$ cat src/rtl/hilo_muldiv_ctrl_pkg.sv
// Shared encodings, state constants and sign helpers for the HI/LO multiply/divide sequencer.
package hilo_muldiv_ctrl_pkg;

  localparam int DIV_ITERS = 32;
  localparam int CNT_W     = $clog2(DIV_ITERS);

  localparam logic [1:0] OP_MULT  = 2'b00;
  localparam logic [1:0] OP_MULTU = 2'b01;
  localparam logic [1:0] OP_DIV   = 2'b10;
  localparam logic [1:0] OP_DIVU  = 2'b11;

  localparam logic [1:0] S_IDLE = 2'd0;
  localparam logic [1:0] S_RUN  = 2'd1;
  localparam logic [1:0] S_DONE = 2'd2;

  function automatic logic [31:0] mag32(input logic neg, input logic [31:0] v);
    mag32 = neg ? (~v + 32'd1) : v;
  endfunction

  // Quotient/product take the sign of a^b, remainder takes the sign of the dividend.
  function automatic logic [63:0] sign_fix(input logic is_div, input logic sa,
                                           input logic sb, input logic [63:0] raw);
    logic [31:0] q;
    logic [31:0] r;
    if (is_div) begin
      q = (sa ^ sb) ? (~raw[31:0] + 32'd1) : raw[31:0];
      r = sa ? (~raw[63:32] + 32'd1) : raw[63:32];
      sign_fix = {r, q};
    end else begin
      sign_fix = (sa ^ sb) ? (~raw + 64'd1) : raw;
    end
  endfunction

endpackage

$ cat src/rtl/hilo_muldiv_ctrl_div_iter.sv
// One radix-2 step: restoring divide on {rem, quo} or shift-add multiply on {hi, multiplier}.
module div_iter (
  input  logic [63:0] i_acc,
  input  logic        i_is_div,
  input  logic [31:0] i_opnd,
  output logic [63:0] o_acc
);

  logic [32:0] w_diff;
  logic [32:0] w_sum;

  // Partial remainder is 33 bits after the shift; the carry of the add re-enters at the top.
  always_comb begin
    w_diff = i_acc[63:31] - {1'b0, i_opnd};
    w_sum  = {1'b0, i_acc[63:32]} + {1'b0, i_opnd};
    o_acc  = i_acc;
    if (i_is_div) begin
      if (!w_diff[32]) begin
        o_acc = {w_diff[31:0], i_acc[30:0], 1'b1};
      end else begin
        o_acc = {i_acc[62:0], 1'b0};
      end
    end else begin
      if (i_acc[0]) begin
        o_acc = {w_sum, i_acc[31:1]};
      end else begin
        o_acc = {1'b0, i_acc[63:1]};
      end
    end
  end

endmodule

$ cat src/rtl/hilo_muldiv_ctrl.sv
// Multi-cycle MULT/MULTU/DIV/DIVU sequencer driving the HI/LO pair with an EX stall request.
// Define MULT_ONECYCLE_EN to complete multiplies through a single registered 32x32 product.
module hilo_muldiv_ctrl
  import hilo_muldiv_ctrl_pkg::*;
(
  input  logic        i_clk,
  input  logic        i_rst,
  input  logic        i_start,
  input  logic [1:0]  i_op,
  input  logic [31:0] i_src_a,
  input  logic [31:0] i_src_b,
  input  logic        i_flush,
  output logic        o_stall_req,
  output logic        o_done,
  output logic        o_hilo_we,
  output logic [31:0] o_hi_out,
  output logic [31:0] o_lo_out
);

  logic [1:0]       r_state;
  logic             r_is_div;
  logic             r_sign_a;
  logic             r_sign_b;
  logic [31:0]      r_opnd;
  logic [63:0]      r_acc;
  logic [CNT_W-1:0] r_cnt;
  logic             r_done;
  logic [31:0]      r_hi;
  logic [31:0]      r_lo;

  logic        w_is_div;
  logic        w_sign_a;
  logic        w_sign_b;
  logic [31:0] w_mag_a;
  logic [31:0] w_mag_b;
  logic [63:0] w_step;
  logic        w_accept;

  // Operand decode: magnitudes and sign flags for the signed ops, raw values otherwise.
  always_comb begin
    w_is_div = (i_op == OP_DIV) || (i_op == OP_DIVU);
    w_sign_a = ((i_op == OP_MULT) || (i_op == OP_DIV)) && i_src_a[31];
    w_sign_b = ((i_op == OP_MULT) || (i_op == OP_DIV)) && i_src_b[31];
    w_mag_a  = mag32(w_sign_a, i_src_a);
    w_mag_b  = mag32(w_sign_b, i_src_b);
    w_accept = (r_state == S_IDLE) && i_start && !i_flush;
  end

  div_iter u_div_iter (
    .i_acc    (r_acc),
    .i_is_div (r_is_div),
    .i_opnd   (r_opnd),
    .o_acc    (w_step)
  );

  // Sequencer: accept in IDLE, iterate in RUN, one-cycle HI/LO write in DONE.
  always_ff @(posedge i_clk or posedge i_rst) begin
    if (i_rst) begin
      r_state  <= S_IDLE;
      r_is_div <= 1'b0;
      r_sign_a <= 1'b0;
      r_sign_b <= 1'b0;
      r_opnd   <= 32'd0;
      r_acc    <= 64'd0;
      r_cnt    <= '0;
      r_done   <= 1'b0;
      r_hi     <= 32'd0;
      r_lo     <= 32'd0;
    end else begin
      r_done <= 1'b0;
      case (r_state)
        S_IDLE: begin
          if (w_accept) begin
            r_is_div <= w_is_div;
            r_sign_a <= w_sign_a;
            r_sign_b <= w_sign_b;
            r_cnt    <= '0;
            if (w_is_div && (i_src_b == 32'd0)) begin
              r_hi    <= i_src_a;
              r_lo    <= 32'hFFFF_FFFF;
              r_done  <= 1'b1;
              r_state <= S_DONE;
            end
`ifdef MULT_ONECYCLE_EN
            else if (!w_is_div) begin
              {r_hi, r_lo} <= sign_fix(1'b0, w_sign_a, w_sign_b,
                                       {32'd0, w_mag_a} * {32'd0, w_mag_b});
              r_done  <= 1'b1;
              r_state <= S_DONE;
            end
`endif
            else begin
              r_opnd  <= w_is_div ? w_mag_b : w_mag_a;
              r_acc   <= {32'd0, (w_is_div ? w_mag_a : w_mag_b)};
              r_state <= S_RUN;
            end
          end
        end
        S_RUN: begin
          if (i_flush) begin
            r_state <= S_IDLE;
          end else begin
            r_acc <= w_step;
            r_cnt <= r_cnt + CNT_W'(1);
            if (r_cnt == CNT_W'(DIV_ITERS - 1)) begin
              {r_hi, r_lo} <= sign_fix(r_is_div, r_sign_a, r_sign_b, w_step);
              r_done       <= 1'b1;
              r_state      <= S_DONE;
            end
          end
        end
        S_DONE: begin
          r_state <= S_IDLE;
        end
        default: begin
          r_state <= S_IDLE;
        end
      endcase
    end
  end

  assign o_stall_req = w_accept || (r_state == S_RUN);
  assign o_done      = r_done;
  assign o_hilo_we   = r_done;
  assign o_hi_out    = r_hi;
  assign o_lo_out    = r_lo;

endmodule

$ cat config.mk
export PLATFORM = sky130hd
export DESIGN_NAME = hilo_muldiv_ctrl
export DESIGN_NICKNAME = d
export VERILOG_FILES = /design/src/rtl/hilo_muldiv_ctrl_pkg.sv /design/src/rtl/hilo_muldiv_ctrl_div_iter.sv /design/src/rtl/hilo_muldiv_ctrl.sv
export SDC_FILE = /design/constraint.sdc
export NUM_CORES = 1
export LEC_CHECK = 0
export BUFFER_PORTS_ARGS = -buffer_cell sky130_fd_sc_hd__buf_4
export CORE_UTILIZATION = 60
export CTS_CLUSTER_SIZE = 14
export DETAILED_ROUTE_END_ITERATION = 8
export PLACE_DENSITY = 0.92
export SLEW_MARGIN = 20
export SYNTH_ARGS = -nofsm -noshare
export SYNTH_HDL_FRONTEND = slang
export SYNTH_SLANG_ARGS = --single-unit
$ cat constraint.sdc
create_clock -name i_clk -period 10.7 [get_ports i_clk]
set_input_delay 2.14 -clock i_clk [delete_from_list [all_inputs] [get_ports i_clk]]
set_output_delay 2.14 -clock i_clk [all_outputs]
set_load 0.01 [all_outputs]
Yosys cells after proc, flatten, opt, wreduce, memory -nomap -nowiden
Cells that the tools add are included.
- add/sub/neg operators: 8
- equal/unequal tests: 10
- multiplexer cells: 38
- bitwise logic cells: 7
- reductions and logical operators: 19
- operators with widths (cell ; count):
    64-bit 2-to-1 mux ; 8
    32-bit 2-to-1 mux ; 14
    32-bit by 1-bit adder with 32-bit output (second input constant) ; 4
    32-bit NOT ; 4
    32-bit one-hot mux with 2 select lines ; 2
    64-bit one-hot mux with 2 select lines ; 1
    64-bit by 1-bit adder with 64-bit output (second input constant) ; 1
    64-bit NOT ; 1
    32-bit by 32-bit adder with 33-bit output ; 1
    33-bit by 32-bit subtractor with 33-bit output ; 1
    32-bit logical NOT ; 1
    5-bit 2-to-1 mux ; 2
    5-bit one-hot mux with 2 select lines ; 1
    2-bit 2-to-1 mux ; 4
    2-bit != test (second input constant) ; 4
    3-bit AND reduction ; 2
    5-bit by 1-bit adder with 5-bit output (second input constant) ; 1
    5-bit equality test (second input constant) ; 1
    1-bit logical AND ; 5
    5-bit AND reduction ; 1
    2-bit equality test (second input constant) ; 2
    2-bit logical NOT ; 2
    1-bit 2-to-1 mux ; 4
    2-bit one-hot mux with 2 select lines ; 1
    other kinds (11) ; 14
- bits in registers: 171
- input port bits: 70
- output and inout port bits: 67

Depth between registers and ports, before layout
- depth after elaboration: 10
- mapped depth: 26
- depth with buffers taken out: 26

By module
From an unflattened synthesis, not the netlist that was laid out.
- cell total of the unflattened synthesis: 2003
- area total of the unflattened synthesis: 15775.1 um^2
- modules (own cells, without submodules) (module ; times used ; cells each ; area each (um^2)):
    hilo_muldiv_ctrl ; 1 ; 1322 ; 10945.5
    div_iter ; 1 ; 681 ; 4829.6

Least setup slack after synthesis
Ideal clock, no wire load.
- path type: register to register
- start point: register r_acc[31]
- end point: register r_hi[24] (netlist: o_hi_out[24])
- setup time: 0.131 ns
- arrival: 5.288 ns
- data required time: 10.569 ns
- path slack: 5.281 ns
- cell stages (with the launch flop): 26
- buffers on the path: 0
- clock period less this slack: 5.419 ns
- cells stage by stage: dfrtp_1 inv_1 ha_1 inv_1 fa_1 a211oi_1 o211ai_2 nand3_1 a21oi_1 o2111ai_1 inv_1 or2_1 inv_1 ha_1 nor3b_1 o221ai_1 or2_2 nor4_1 and4_1 and2_0 or3_1 and3_1 nor3b_1 a41oi_1 xnor2_1 o21ai_1
- word-level cells in the longest chain between the ends: 10
- elaborated cells on any way between the ends: 14
- RTL lines (item ; RTL line ; source):
    from (decl) ; hilo_muldiv_ctrl.sv:25 ; logic [63:0] r_acc;
    from (signal assigned) ; hilo_muldiv_ctrl.sv:94 ; r_acc <= {32'd0, (w_is_div ? w_mag_a : w_mag_b)};
    from (signal assigned) ; hilo_muldiv_ctrl.sv:103 ; r_acc <= w_step;
    33-bit by 32-bit subtractor with 33-bit output ; hilo_muldiv_ctrl_div_iter.sv:14 ; w_diff = i_acc[63:31] - {1'b0, i_opnd};
    64-bit 2-to-1 mux ; hilo_muldiv_ctrl_div_iter.sv:18 ; if (!w_diff[32]) begin
    64-bit 2-to-1 mux (*) ; hilo_muldiv_ctrl_div_iter.sv:17 ; if (i_is_div) begin
    64-bit NOT / 32-bit NOT (equally long branches) ; hilo_muldiv_ctrl_pkg.sv:30, hilo_muldiv_ctrl_pkg.sv:27 ;
    64-bit by 1-bit adder with 64-bit output / 32-bit by 1-bit adder with 32-bit output (equally long branches) ; hilo_muldiv_ctrl_pkg.sv:30, hilo_muldiv_ctrl_pkg.sv:27 ;
    64-bit 2-to-1 mux / 32-bit 2-to-1 mux (equally long branches) ; hilo_muldiv_ctrl_pkg.sv:30, hilo_muldiv_ctrl_pkg.sv:27 ;
    64-bit 2-to-1 mux (*) ; hilo_muldiv_ctrl_pkg.sv:25 ; if (is_div) begin
    32-bit 2-to-1 mux (*) ; hilo_muldiv_ctrl.sv:105 ; if (r_cnt == CNT_W'(DIV_ITERS - 1)) begin
    32-bit 2-to-1 mux (*) ; hilo_muldiv_ctrl.sv:100 ; if (i_flush) begin
    32-bit one-hot mux with 2 select lines (*) ; hilo_muldiv_ctrl.sv:71 ; case (r_state)
    to (signal assigned) ; hilo_muldiv_ctrl.sv:79 ; r_hi <= i_src_a;
    to (signal assigned) ; hilo_muldiv_ctrl.sv:106 ; {r_hi, r_lo} <= sign_fix(r_is_div, r_sign_a, r_sign_b, w_step);
    to (decl) ; hilo_muldiv_ctrl.sv:28 ; logic [31:0] r_hi;
Mark *: on every way between the ends. The rest lies on a longest branch, timed or not. The select of a mux whose other input is x is not followed.
A chain may end at the register's enable or synchronous reset.

Final worst setup path
- start point: register r_acc[31]
- end point: register r_hi[20] (netlist: o_hi_out[20])
The elaborated chain is that of the path after synthesis.

==> metrics <==
setup_tns 0 ns; crit-path max cell delay 0.70 ns; crit path max fanout 6; Yosys top cell area share 0.2700; Layout Utilization 0.6793; Worst Hold Class flop to flop; clk_lat worst skew 0.46 ns; Post-Syn Area about 16000 um^2; Max Clk Rate roughly 0.13 GHz; Yosys reg bits 171; Crit. End Element flop; num rows 59; routed len/inst 22.19 um; minimum clock period 7.431 ns; Layout Area Growth over Synthesis 11.38%; Clock Pin Slew Worst Setup and Hold Paths about 0.07 ns; power per cell area ~240 nW/um^2; leading area contributor after synthesis dfrtp_1; worst-margin pin slew 1.040 ns; routed length on met3 between 5000 and 6000 um; Syn Nets roughly 2200; # H-tree levels 4; final period utilization 0.6945; Post-synth ARST share 1.000; FF+latch area approximately 4300 um^2; overall power 4.212 mW; Routed WL around 55000 um; Worst slew margin 0.2957; area of the multi-input gates 10870 um^2; I/O pin count ~140; Post-CTS Resized 0; setup slack, reg-to-reg roughly 3.3 ns; final number of max-transition violations 0; Max VDD drop 144.0 uV; share of post-route cells with drive strength above 1 0.1132; Nets 2285; Yosys warnings 0; TritonCTS Buffers 17; Seq/Total Area, Yosys 0.2700; number of hold buffers added after cts 0; final instance area 17650 um^2; synthesized instance count a little over 2000; Worst Path Required around 11 ns; number of flops mapped to enable cells by yosys 0; Arr. time, crit path 7.79 ns; root buf cell clkbuf_16; Die Footprint around 27000 um^2; Worst Hold Launch o_hi_out[3]; mean number of vias per cell 6.794; CTS tree done; clock buffer depth 2; gpl congestion around 1; Total GRT Usage 0.4057; port bufs between 100 and 150; syn avg cell area roughly 7.6 um^2; endpoint of the lowest-slack register-to-register path o_hi_out[20]; hpwl dp 41070 um; GRT Residual Overflow 0; worst flop-to-flop path startpoint r_acc[31]; antenna viol nets, final 0; largest net degree at the start of global routing 100; n_diodes 0; initial antenna violation count 0; critical path startpoint category flop; cell family with most CP delay simple AND/OR/NAND/NOR gates; unrepaired setup endpoints after global routing no; first-pass GRT wire length roughly 85000 um; cell repeated most along the worst path inv_1; WHS Endpoint o_hi_out[3]; vias in the first global route between 15000 and 20000; Critical-path top delay cell nor4_1; clock sinks ~170; die height 164.5 um; hold depth 2; Placed Instance Area between 15000 and 20000 um^2; Top Layer Used met4; Crit Path Category flop to flop; status finished, final reports clean; DRC 0; drt first-iter violations between 2000 and 2500; core area between 20000 and 30000 um^2; max cap viols 0; filler cell count in the final layout 2185; ys flop type dfrtp_1; synth top area cells dfrtp_1, a21oi_1, o21ai_0, nand2_1, ha_1; met2 WL around 24000 um; Setup Skew approximately 0.016 ns; Final setup viols 0; R2R depth 26; critical path buffer and inverter count 5; Die W roughly 160 um; count of final hold-check violations 0; Met1 Routed Length between 20000 and 25000 um; Lkg Pwr just under 8 nW; Yosys cell types a little under 100; DR vias between 15000 and 20000; Initial Util 0.6099; drt pass-1 iters 9; setup repair bufs after CTS 0
==> routing by layer <==
layer	track usage	vias up
met5	0	-
met4	0.2581	0
met3	0.07509	223
met2	0.6186	1077
met1	0.5281	7917
li1	-	7706
==> tightest hold or removal path, cell delays in order, from the launching register on <==
cell and delay, ns:
dfrtp_1 0.35, nand2_1 0.05, o21ai_0 0.06
==> placed cells by master (no fill, tap or decap), drive strengths merged, types with 19 or more instances in the layout <==
| master | n |
|---|---|
| nand2 | 252 |
| o21ai | 227 |
| a21oi | 215 |
| nor2 | 176 |
| dfrtp | 171 |
| buf | 164 |
| xnor2 | 79 |
| ha | 70 |
| inv | 69 |
| xor2 | 66 |
| nor3 | 52 |
| mux2i | 48 |
| a31oi | 46 |
| nand3 | 40 |
| a21o | 39 |
| or3 | 33 |
| a22o | 28 |
| and3 | 26 |
| a211oi | 24 |
| nand2b | 23 |
| o211ai | 20 |
| and2 | 19 |
==> registers in the layout, summed over array words and instances, names as in the netlist <==
name      count
r_is_div      1
r_acc        64
r_state       2
r_cnt         5
o_done        1
o_lo_out     32
r_sign_a      1
r_sign_b      1
o_hi_out     32
r_opnd       32
==> per-stage QoR <==
step	worst slack, ns	hold WS [ns]	cells
final	3.269	0.4987	2491
after detailed placement	3.723	0.4809	2459
after global routing	2.883	0.5219	2491
after floorplan	3.928	0.4671	2079
after global placement	3.967	0.4662	2459
after CTS	3.668	0.4971	2491
==> power by group <==
| group | leakage [nW] | switching [mW] | internal, mW |
|---|---|---|---|
| sequential | 2.17 | 0.179 | 0.755 |
| clock | 0.298 | 0.323 | 0.341 |
| combinational | 5.33 | 1.64 | 0.979 |
| total | 7.80 | 2.14 | 2.08 |
==> cells by family after synthesis <==
family	synth area share
compound gates	0.2958
simple gates	0.2175
buf+inv	0.04540
flops	0.2700
xor+xnor	0.08014
fa+ha+maj	0.05779
mux	0.03340
==> area by class of cell <==
| type | count | share of cell area |
|---|---|---|
| timing repair buffer | 164 | 0.06975 |
| inverter | 63 | 0.01375 |
| sequential | 171 | 0.2426 |
| clock inverter | 14 | 0.009428 |
| tap | 335 | 0.02375 |
| clock buffer | 18 | 0.02488 |
| multi-input combinational | 1726 | 0.6158 |
==> Yosys cell counts (all sizes together), types with 33 or more instances <==
cell	n
nor2	176
or3	33
xnor2	79
xor2	66
a21o	39
ha	70
o21ai	227
clkbuf	91
inv	61
nand3	40
nand2	252
a31oi	46
mux2i	48
nor3	52
dfrtp	171
a21oi	215
==> worst max-delay path by stage <==
stage | startpoint | endpoint | slack [ns] | cells after the start
detailed placement | r_acc[31] | o_hi_out[22] | 3.72 | 25
finish | r_acc[31] | o_hi_out[20] | 3.27 | 26
global route | r_acc[31] | o_hi_out[22] | 2.88 | 25
global placement | r_acc[31] | o_hi_out[22] | 3.97 | 25
CTS | r_acc[31] | o_hi_out[22] | 3.67 | 25
floorplan | i_rst | o_done | 3.93 | 1
Power figures use the tool's default switching activity.
